File: config.mk
export PLATFORM = sky130hd
export DESIGN_NAME = i2c_cmd_arbiter_flat
export DESIGN_NICKNAME = d
export VERILOG_FILES = /design/src/rtl/i2c_pkg.sv /design/src/rtl/i2c_cmd_arbiter_if.sv /design/src/rtl/i2c_rr_pick.sv /design/src/rtl/i2c_cmd_arbiter.sv /design/src/flat_wrapper.sv
export SDC_FILE = /design/constraint.sdc
export NUM_CORES = 1
export LEC_CHECK = 0
export BUFFER_PORTS_ARGS = -buffer_cell sky130_fd_sc_hd__buf_2
export CAP_MARGIN = 20
export CORE_ASPECT_RATIO = 1.75
export CORE_MARGIN = 5
export CORE_UTILIZATION = 45
export CTS_CLUSTER_SIZE = 40
export DETAILED_ROUTE_END_ITERATION = 10
export HOLD_SLACK_MARGIN = 0.05
export PLACE_DENSITY = 0.8
export SLEW_MARGIN = 20
export SYNTH_ARGS = -nofsm -noshare
export SYNTH_HDL_FRONTEND = slang
export SYNTH_SLANG_ARGS = --single-unit
File: constraint.sdc
create_clock -name clk -period 2.25 [get_ports clk]
set_input_delay 0.45 -clock clk [delete_from_list [all_inputs] [get_ports clk]]
set_output_delay 0.45 -clock clk [all_outputs]
set_load 0.02 [all_outputs]
File: src/rtl/i2c_pkg.sv
// rtl/i2c_pkg.sv - shared types and constants for the I2C command arbiter and master core
package i2c_pkg;

    localparam int ADDR_W = 7;
    localparam int DATA_W = 8;

    typedef enum logic [2:0] {
        ST_IDLE  = 3'd0,
        ST_ARB   = 3'd1,
        ST_ISSUE = 3'd2,
        ST_WAIT  = 3'd3,
        ST_RESP  = 3'd4
    } arb_state_t;

    localparam logic [1:0] ERR_OK   = 2'b00;
    localparam logic [1:0] ERR_NACK = 2'b01;
    localparam logic [1:0] ERR_TMO  = 2'b10;

    typedef enum logic [2:0] {
        MC_IDLE  = 3'd0,
        MC_START = 3'd1,
        MC_ADDR  = 3'd2,
        MC_ACK1  = 3'd3,
        MC_DATA  = 3'd4,
        MC_ACK2  = 3'd5,
        MC_STOP  = 3'd6
    } mc_state_t;

endpackage

File: src/rtl/i2c_cmd_arbiter_if.sv
// rtl/i2c_cmd_arbiter_if.sv - command/response bus between the arbiter and the I2C master core
interface i2c_cmd_arbiter_if;
    import i2c_pkg::*;

    logic              m_ena;
    logic              m_rw;
    logic [ADDR_W-1:0] m_addr;
    logic [DATA_W-1:0] m_wdata;
    logic              m_busy;
    logic              m_done;
    logic [DATA_W-1:0] m_rdata;
    logic              m_ack_err;

    modport master (
        output m_ena, m_rw, m_addr, m_wdata,
        input  m_busy, m_done, m_rdata, m_ack_err
    );

    modport slave (
        input  m_ena, m_rw, m_addr, m_wdata,
        output m_busy, m_done, m_rdata, m_ack_err
    );

endinterface

File: src/rtl/i2c_rr_pick.sv
// rtl/i2c_rr_pick.sv - two-way round-robin picker, first asserted request after the last served one
module i2c_rr_pick (
    input  logic [1:0] req,
    input  logic       last,
    output logic [1:0] win
);

    assign win[0] = req[0] & (last | ~req[1]);
    assign win[1] = req[1] & (~last | ~req[0]);

endmodule

File: src/rtl/i2c_cmd_arbiter.sv
// rtl/i2c_cmd_arbiter.sv - arbitrates two requesters onto one I2C master core with timeout
module i2c_cmd_arbiter
    import i2c_pkg::*;
#(
    parameter logic [15:0] TIMEOUT_CYC = 16'd50000
) (
    input  logic                  clk,
    input  logic                  rst,
    input  logic [1:0]            req,
    input  logic [1:0]            req_rw,
    input  logic [2*ADDR_W-1:0]   req_addr,
    input  logic [2*DATA_W-1:0]   req_wdata,
    output logic [1:0]            gnt,
    output logic [1:0]            done,
    output logic [DATA_W-1:0]     rdata,
    output logic [1:0]            err,
    i2c_cmd_arbiter_if.master     m_if
);

    arb_state_t        state_q, state_d;
    logic              last_q, last_d;
    logic [15:0]       cnt_q, cnt_d;
    logic [1:0]        gnt_q, gnt_d;
    logic [1:0]        done_q, done_d;
    logic [1:0]        err_q, err_d;
    logic [DATA_W-1:0] rdata_q, rdata_d;
    logic              ena_q, ena_d;
    logic              rw_q, rw_d;
    logic [ADDR_W-1:0] addr_q, addr_d;
    logic [DATA_W-1:0] wdata_q, wdata_d;
    logic [1:0]        win;

    i2c_rr_pick u_pick (
        .req  (req),
        .last (last_q),
        .win  (win)
    );

    // Every output is registered on leaving a state, so it is visible during the following one.
    always_comb begin
        state_d = state_q;
        last_d  = last_q;
        cnt_d   = cnt_q;
        gnt_d   = 2'b00;
        done_d  = 2'b00;
        ena_d   = 1'b0;
        err_d   = err_q;
        rdata_d = rdata_q;
        rw_d    = rw_q;
        addr_d  = addr_q;
        wdata_d = wdata_q;
        case (state_q)
            ST_IDLE: begin
                if (|req && !m_if.m_busy) begin
                    state_d = ST_ARB;
                end
            end
            ST_ARB: begin
                if (|win) begin
                    rw_d    = win[1] ? req_rw[1] : req_rw[0];
                    addr_d  = win[1] ? req_addr[2*ADDR_W-1:ADDR_W] : req_addr[ADDR_W-1:0];
                    wdata_d = win[1] ? req_wdata[2*DATA_W-1:DATA_W] : req_wdata[DATA_W-1:0];
                    last_d  = win[1];
                    gnt_d   = win;
                    state_d = ST_ISSUE;
                end else begin
                    state_d = ST_IDLE;
                end
            end
            ST_ISSUE: begin
                ena_d   = 1'b1;
                cnt_d   = 16'd0;
                state_d = ST_WAIT;
            end
            ST_WAIT: begin
                cnt_d = (cnt_q == 16'hFFFF) ? cnt_q : cnt_q + 16'd1;
                if (m_if.m_done) begin
                    done_d  = last_q ? 2'b10 : 2'b01;
                    err_d   = m_if.m_ack_err ? ERR_NACK : ERR_OK;
                    rdata_d = m_if.m_rdata;
                    state_d = ST_RESP;
                end else if (cnt_q == TIMEOUT_CYC - 16'd1) begin
                    done_d  = last_q ? 2'b10 : 2'b01;
                    err_d   = ERR_TMO;
                    state_d = ST_RESP;
                end
            end
            ST_RESP: begin
                state_d = ST_IDLE;
            end
            default: begin
                state_d = ST_IDLE;
            end
        endcase
    end

    always_ff @(posedge clk) begin
        if (rst) begin
            state_q <= ST_IDLE;
            last_q  <= 1'b1;
            cnt_q   <= 16'd0;
            gnt_q   <= 2'b00;
            done_q  <= 2'b00;
            err_q   <= ERR_OK;
            rdata_q <= '0;
            ena_q   <= 1'b0;
            rw_q    <= 1'b0;
            addr_q  <= '0;
            wdata_q <= '0;
        end else begin
            state_q <= state_d;
            last_q  <= last_d;
            cnt_q   <= cnt_d;
            gnt_q   <= gnt_d;
            done_q  <= done_d;
            err_q   <= err_d;
            rdata_q <= rdata_d;
            ena_q   <= ena_d;
            rw_q    <= rw_d;
            addr_q  <= addr_d;
            wdata_q <= wdata_d;
        end
    end

    assign gnt            = gnt_q;
    assign done           = done_q;
    assign err            = err_q;
    assign rdata          = rdata_q;
    assign m_if.m_ena     = ena_q;
    assign m_if.m_rw      = rw_q;
    assign m_if.m_addr    = addr_q;
    assign m_if.m_wdata   = wdata_q;

endmodule

File: src/flat_wrapper.sv
// flat-port wrapper written by rule: the top's interface ports become plain ports
module i2c_cmd_arbiter_flat import i2c_pkg::*;
#(
    parameter logic [15:0] TIMEOUT_CYC = 16'd50000
)
  (clk, rst, req, req_rw, req_addr, req_wdata, gnt, done, rdata, err, m_if_m_ena, m_if_m_rw, m_if_m_addr, m_if_m_wdata, m_if_m_busy, m_if_m_done, m_if_m_rdata, m_if_m_ack_err);
  i2c_cmd_arbiter_if m_if_i ();
  input  logic clk;
  input  logic rst;
  input  logic [1:0] req;
  input  logic [1:0] req_rw;
  input  logic [2*ADDR_W-1:0] req_addr;
  input  logic [2*DATA_W-1:0] req_wdata;
  output logic [1:0] gnt;
  output logic [1:0] done;
  output logic [DATA_W-1:0] rdata;
  output logic [1:0] err;
  output wire logic [$bits(m_if_i.m_ena)-1:0] m_if_m_ena;
  output wire logic [$bits(m_if_i.m_rw)-1:0] m_if_m_rw;
  output wire logic [$bits(m_if_i.m_addr)-1:0] m_if_m_addr;
  output wire logic [$bits(m_if_i.m_wdata)-1:0] m_if_m_wdata;
  input wire logic [$bits(m_if_i.m_busy)-1:0] m_if_m_busy;
  input wire logic [$bits(m_if_i.m_done)-1:0] m_if_m_done;
  input wire logic [$bits(m_if_i.m_rdata)-1:0] m_if_m_rdata;
  input wire logic [$bits(m_if_i.m_ack_err)-1:0] m_if_m_ack_err;
  assign m_if_m_ena = m_if_i.m_ena;
  assign m_if_m_rw = m_if_i.m_rw;
  assign m_if_m_addr = m_if_i.m_addr;
  assign m_if_m_wdata = m_if_i.m_wdata;
  assign m_if_i.m_busy = m_if_m_busy;
  assign m_if_i.m_done = m_if_m_done;
  assign m_if_i.m_rdata = m_if_m_rdata;
  assign m_if_i.m_ack_err = m_if_m_ack_err;
  i2c_cmd_arbiter #(.TIMEOUT_CYC(TIMEOUT_CYC)) u_core (.clk(clk), .rst(rst), .req(req), .req_rw(req_rw), .req_addr(req_addr), .req_wdata(req_wdata), .gnt(gnt), .done(done), .rdata(rdata), .err(err), .m_if(m_if_i));
endmodule
==> impl_metrics.ini <==
[clocking]
clock_path_buffers = 2
clkTransAtPathRegs_ps = 100
cts_resized = 0
cts_root_buf = clkbuf_8
clk_latency_ps = 310
cts_tree = done
holdBufCountCts = 0
numCtsBuffers = 5
htree_levels = 2
cts.sinks = 51
post_cts_buffers = 0

[drt]
first_pass_iters = 4
drt-total-wl_um = 5840
drtAntennaViolNets = 0
avgViaCountPerCell = 5.79
drc = 0
via_count = 2291
wire_per_inst_um = 14.7
drt-initial-drc-count = 106

[yosys]
synth-async-reset-ratio = 0
synth_xor_area_frac = 0
synthCells = 270
syn_nets = 318
yosysUniqueCellTypes = 51
ys_seq_area_frac = 0.424
yosys-top-cells-area = dfxtp_1 42%, mux2i_1 7.1%, a211oi_1 5.0%, nor2_1 4.2%, nand2_1 3.9%
netlist_area_um2 = 2410
synth_fa_ha_area_frac = 0.00520
ys_ff_latch = 51
synth_compound_area_frac = 0.186
ys.flop_type = dfxtp_1
synth-edff-count = 0
synth_top_family_by_area = simple AND/OR/NAND/NOR gates
synth.avg_cell_area_um2 = 8.91
yosys.area.top_type = dfxtp_1
synth.top_cells.by_count = 51 x dfxtp_1, 27 x nor2_1, 25 x nand2_1
synth_top_area_frac = 0.424
synthSimpleGateAreaFrac = 0.261
synth_mux_area_frac = 0.0707
yosysMostFrequentCell = dfxtp_1
ys_warn_count = 0

[sta]
fin_crit_sh = 0.859
setup_tns_ps = 0
fin_crit_ps = 1930
fin_hold_ws_ps = 366
grt_setup_unrepaired = false
worst_slew_pin_slew_ps = 537
max_clock_freq_mhz = 518
slew_headroom = 0.642
setup_viol = 0
hold_viol_final = 0
clock_skew_ps = 5.51
slew_violations = 0

[final_layout]
stdcell_area_um2 = 2890
finish.utilization = 0.551
final_nets = 388
layout-drive-gt1-share = 0.299
num_antenna_cells = 0
area_growth_pct = 20.3

[placed_design]
port_buffers = 77
post_dp_cell_area_um2 = 2800
place_hpwl_um = 4470
gp_congestion = 0.866

[critical_path]
end_kind = register
critical_path_class = reg -> reg
arrival_ps = 2120
cp_slowest_cell = or4_4
critPathMaxFanout = 10
crit_buf_inv = 0
ff2ff_setup_slack_ps = 320
required_ps = 2440
critical_path.cell_chain = ha_1 > nand3_1 > or4_4 > nand2_2 > o221ai_1
regToRegEndpoint = u_core.cnt_q[10]
slowest_delay_ps = 670
r2r_start = u_core.cnt_q[0]
critPathTopFamily = simple AND/OR/NAND/NOR gates
startpoint_type = register
reg2reg_depth = 5

[die]
fp.coreArea_um2 = 5260
dieWidth_um = 65.3
start_util = 0.458
num_rows = 35
fp.dieArea_um2 = 6970
fp.dieH_um = 107
num_io_pins = 78

[grt]
track_usage = 0.178
gr-usage-met3 = 0.0419
grt_max_degree = 36
antenna_found_initial = 0
grt-busiest-layer = met2
overflow = 0
first_global_vias = 2320
use_met1 = 0.185
met2_usage = 0.324
grt_pass1_wl_um = 10100

[power_and_ir_drop]
swShare = 0.287
max-vdd-ir-drop_mv = 0.484
p_leak_uw = 0.00115
p_int_uw = 1280
p_clk_frac = 0.305
switching_power_uw = 516
comb_power_share = 0.155
power_density_nw_per_um2 = 621
pwr-share-seq = 0.540

[worst_hold_path]
hold_path_class = in -> reg
min_from = m_if_m_rdata[3]
min_path_cells = 3
min_to = u_core.rdata[3]

[outcome]
status = finished clean

[job]
maxCapViolCount = 0
[final cells by class]
| type | count | area, um^2 |
|---|---|---|
| Clock buffer | 5 | 68.8 |
| Clock inverter | 3 | 23.8 |
| Fill cell | 524 | 2360 |
| Inverter | 9 | 33.8 |
| Multi-Input combinational cell | 192 | 1260 |
| Sequential cell | 51 | 1020 |
| Tap cell | 55 | 68.8 |
| Timing Repair Buffer | 81 | 415 |
[flip-flops by register name, summed over array words and instances (netlist names)]
signal               count
u_core.cnt_q            16
u_core.m_if.m_wdata      8
u_core.rdata             8
u_core.m_if.m_addr       7
u_core.state_q           3
u_core.done              2
u_core.err               2
u_core.gnt               2
u_core.last_q            1
u_core.m_if.m_ena        1
u_core.m_if.m_rw         1
[cell usage in the layout (no fill, tap or decap), types with 2 or more instances in the layout]
master and instances:
o21ai_1 4, nand4b_1 2, and3_1 2, dfxtp_1 51
clkbuf_8 5, buf_2 77, inv_1 8, nor3_1 10
or4_1 2, nand2b_1 3, o221a_1 3, and3b_1 2
nand4_1 13, nor4_1 3, a21oi_1 13, buf_4 4
o21ai_0 4, mux2i_1 17, nor2_1 27, nand2_1 25
o211ai_1 4, a31oi_1 2, a211oi_1 16, and4_1 2
nand3_1 8, a21oi_2 2, nor4_4 2, a311oi_1 4
o221ai_1 2
[cells by family (layout without fill, tap and decap cells)]
family / Yosys count / in the layout
AND/OR/NAND/NOR: 111 / 111
AO/OA/AOI/OAI: 63 / 63
flip-flops: 51 / 51
buffers and inverters: 27 / 98
multiplexers: 17 / 17
adder cells (fa/ha/maj): 1 / 1
[power groups by stage]
stage | combinational, uW | sequential (uW) | clock [uW]
after floorplan | 144 | 1020 | 0
after detailed placement | 281 | 990 | 0
after global placement | 273 | 990 | 0
after CTS | 281 | 970 | 567
final | 278 | 970 | 548
after global routing | 309 | 977 | 599
[routing by layer]
layer / share of wire / up-vias
met1: 0.39 / 1052
met4: 0.032 / 0
met5: 0 / -
met2: 0.52 / 78
li1: - / 1147
met3: 0.061 / 14
[through the flow]
| step | worst slack (ps) | total power [uW] | std cells |
|---|---|---|---|
| floorplan | 476 | 1170 | 270 |
| global placement | 412 | 1260 | 388 |
| detailed placement | 336 | 1270 | 388 |
| CTS | 322 | 1820 | 396 |
| global route | 192 | 1880 | 396 |
| finish | 318 | 1800 | 396 |
[worst min-delay path, cell delays in order]
cell	delay [ps]
buf_2	90
nand2_1	40
a21oi_1	50
[worst max-delay path by stage]
stage	from	endpoint	slack (ps)	cells after the start
floorplan	u_core.cnt_q[0]	u_core.cnt_q[13]	480	6
global placement	u_core.cnt_q[4]	u_core.state_q[0]	410	4
detailed placement	u_core.cnt_q[0]	u_core.cnt_q[10]	340	5
CTS	u_core.cnt_q[0]	u_core.cnt_q[10]	320	5
global route	u_core.cnt_q[0]	u_core.cnt_q[13]	190	5
finish	u_core.cnt_q[0]	u_core.cnt_q[10]	320	5
(Power assumes the default switching activity.)
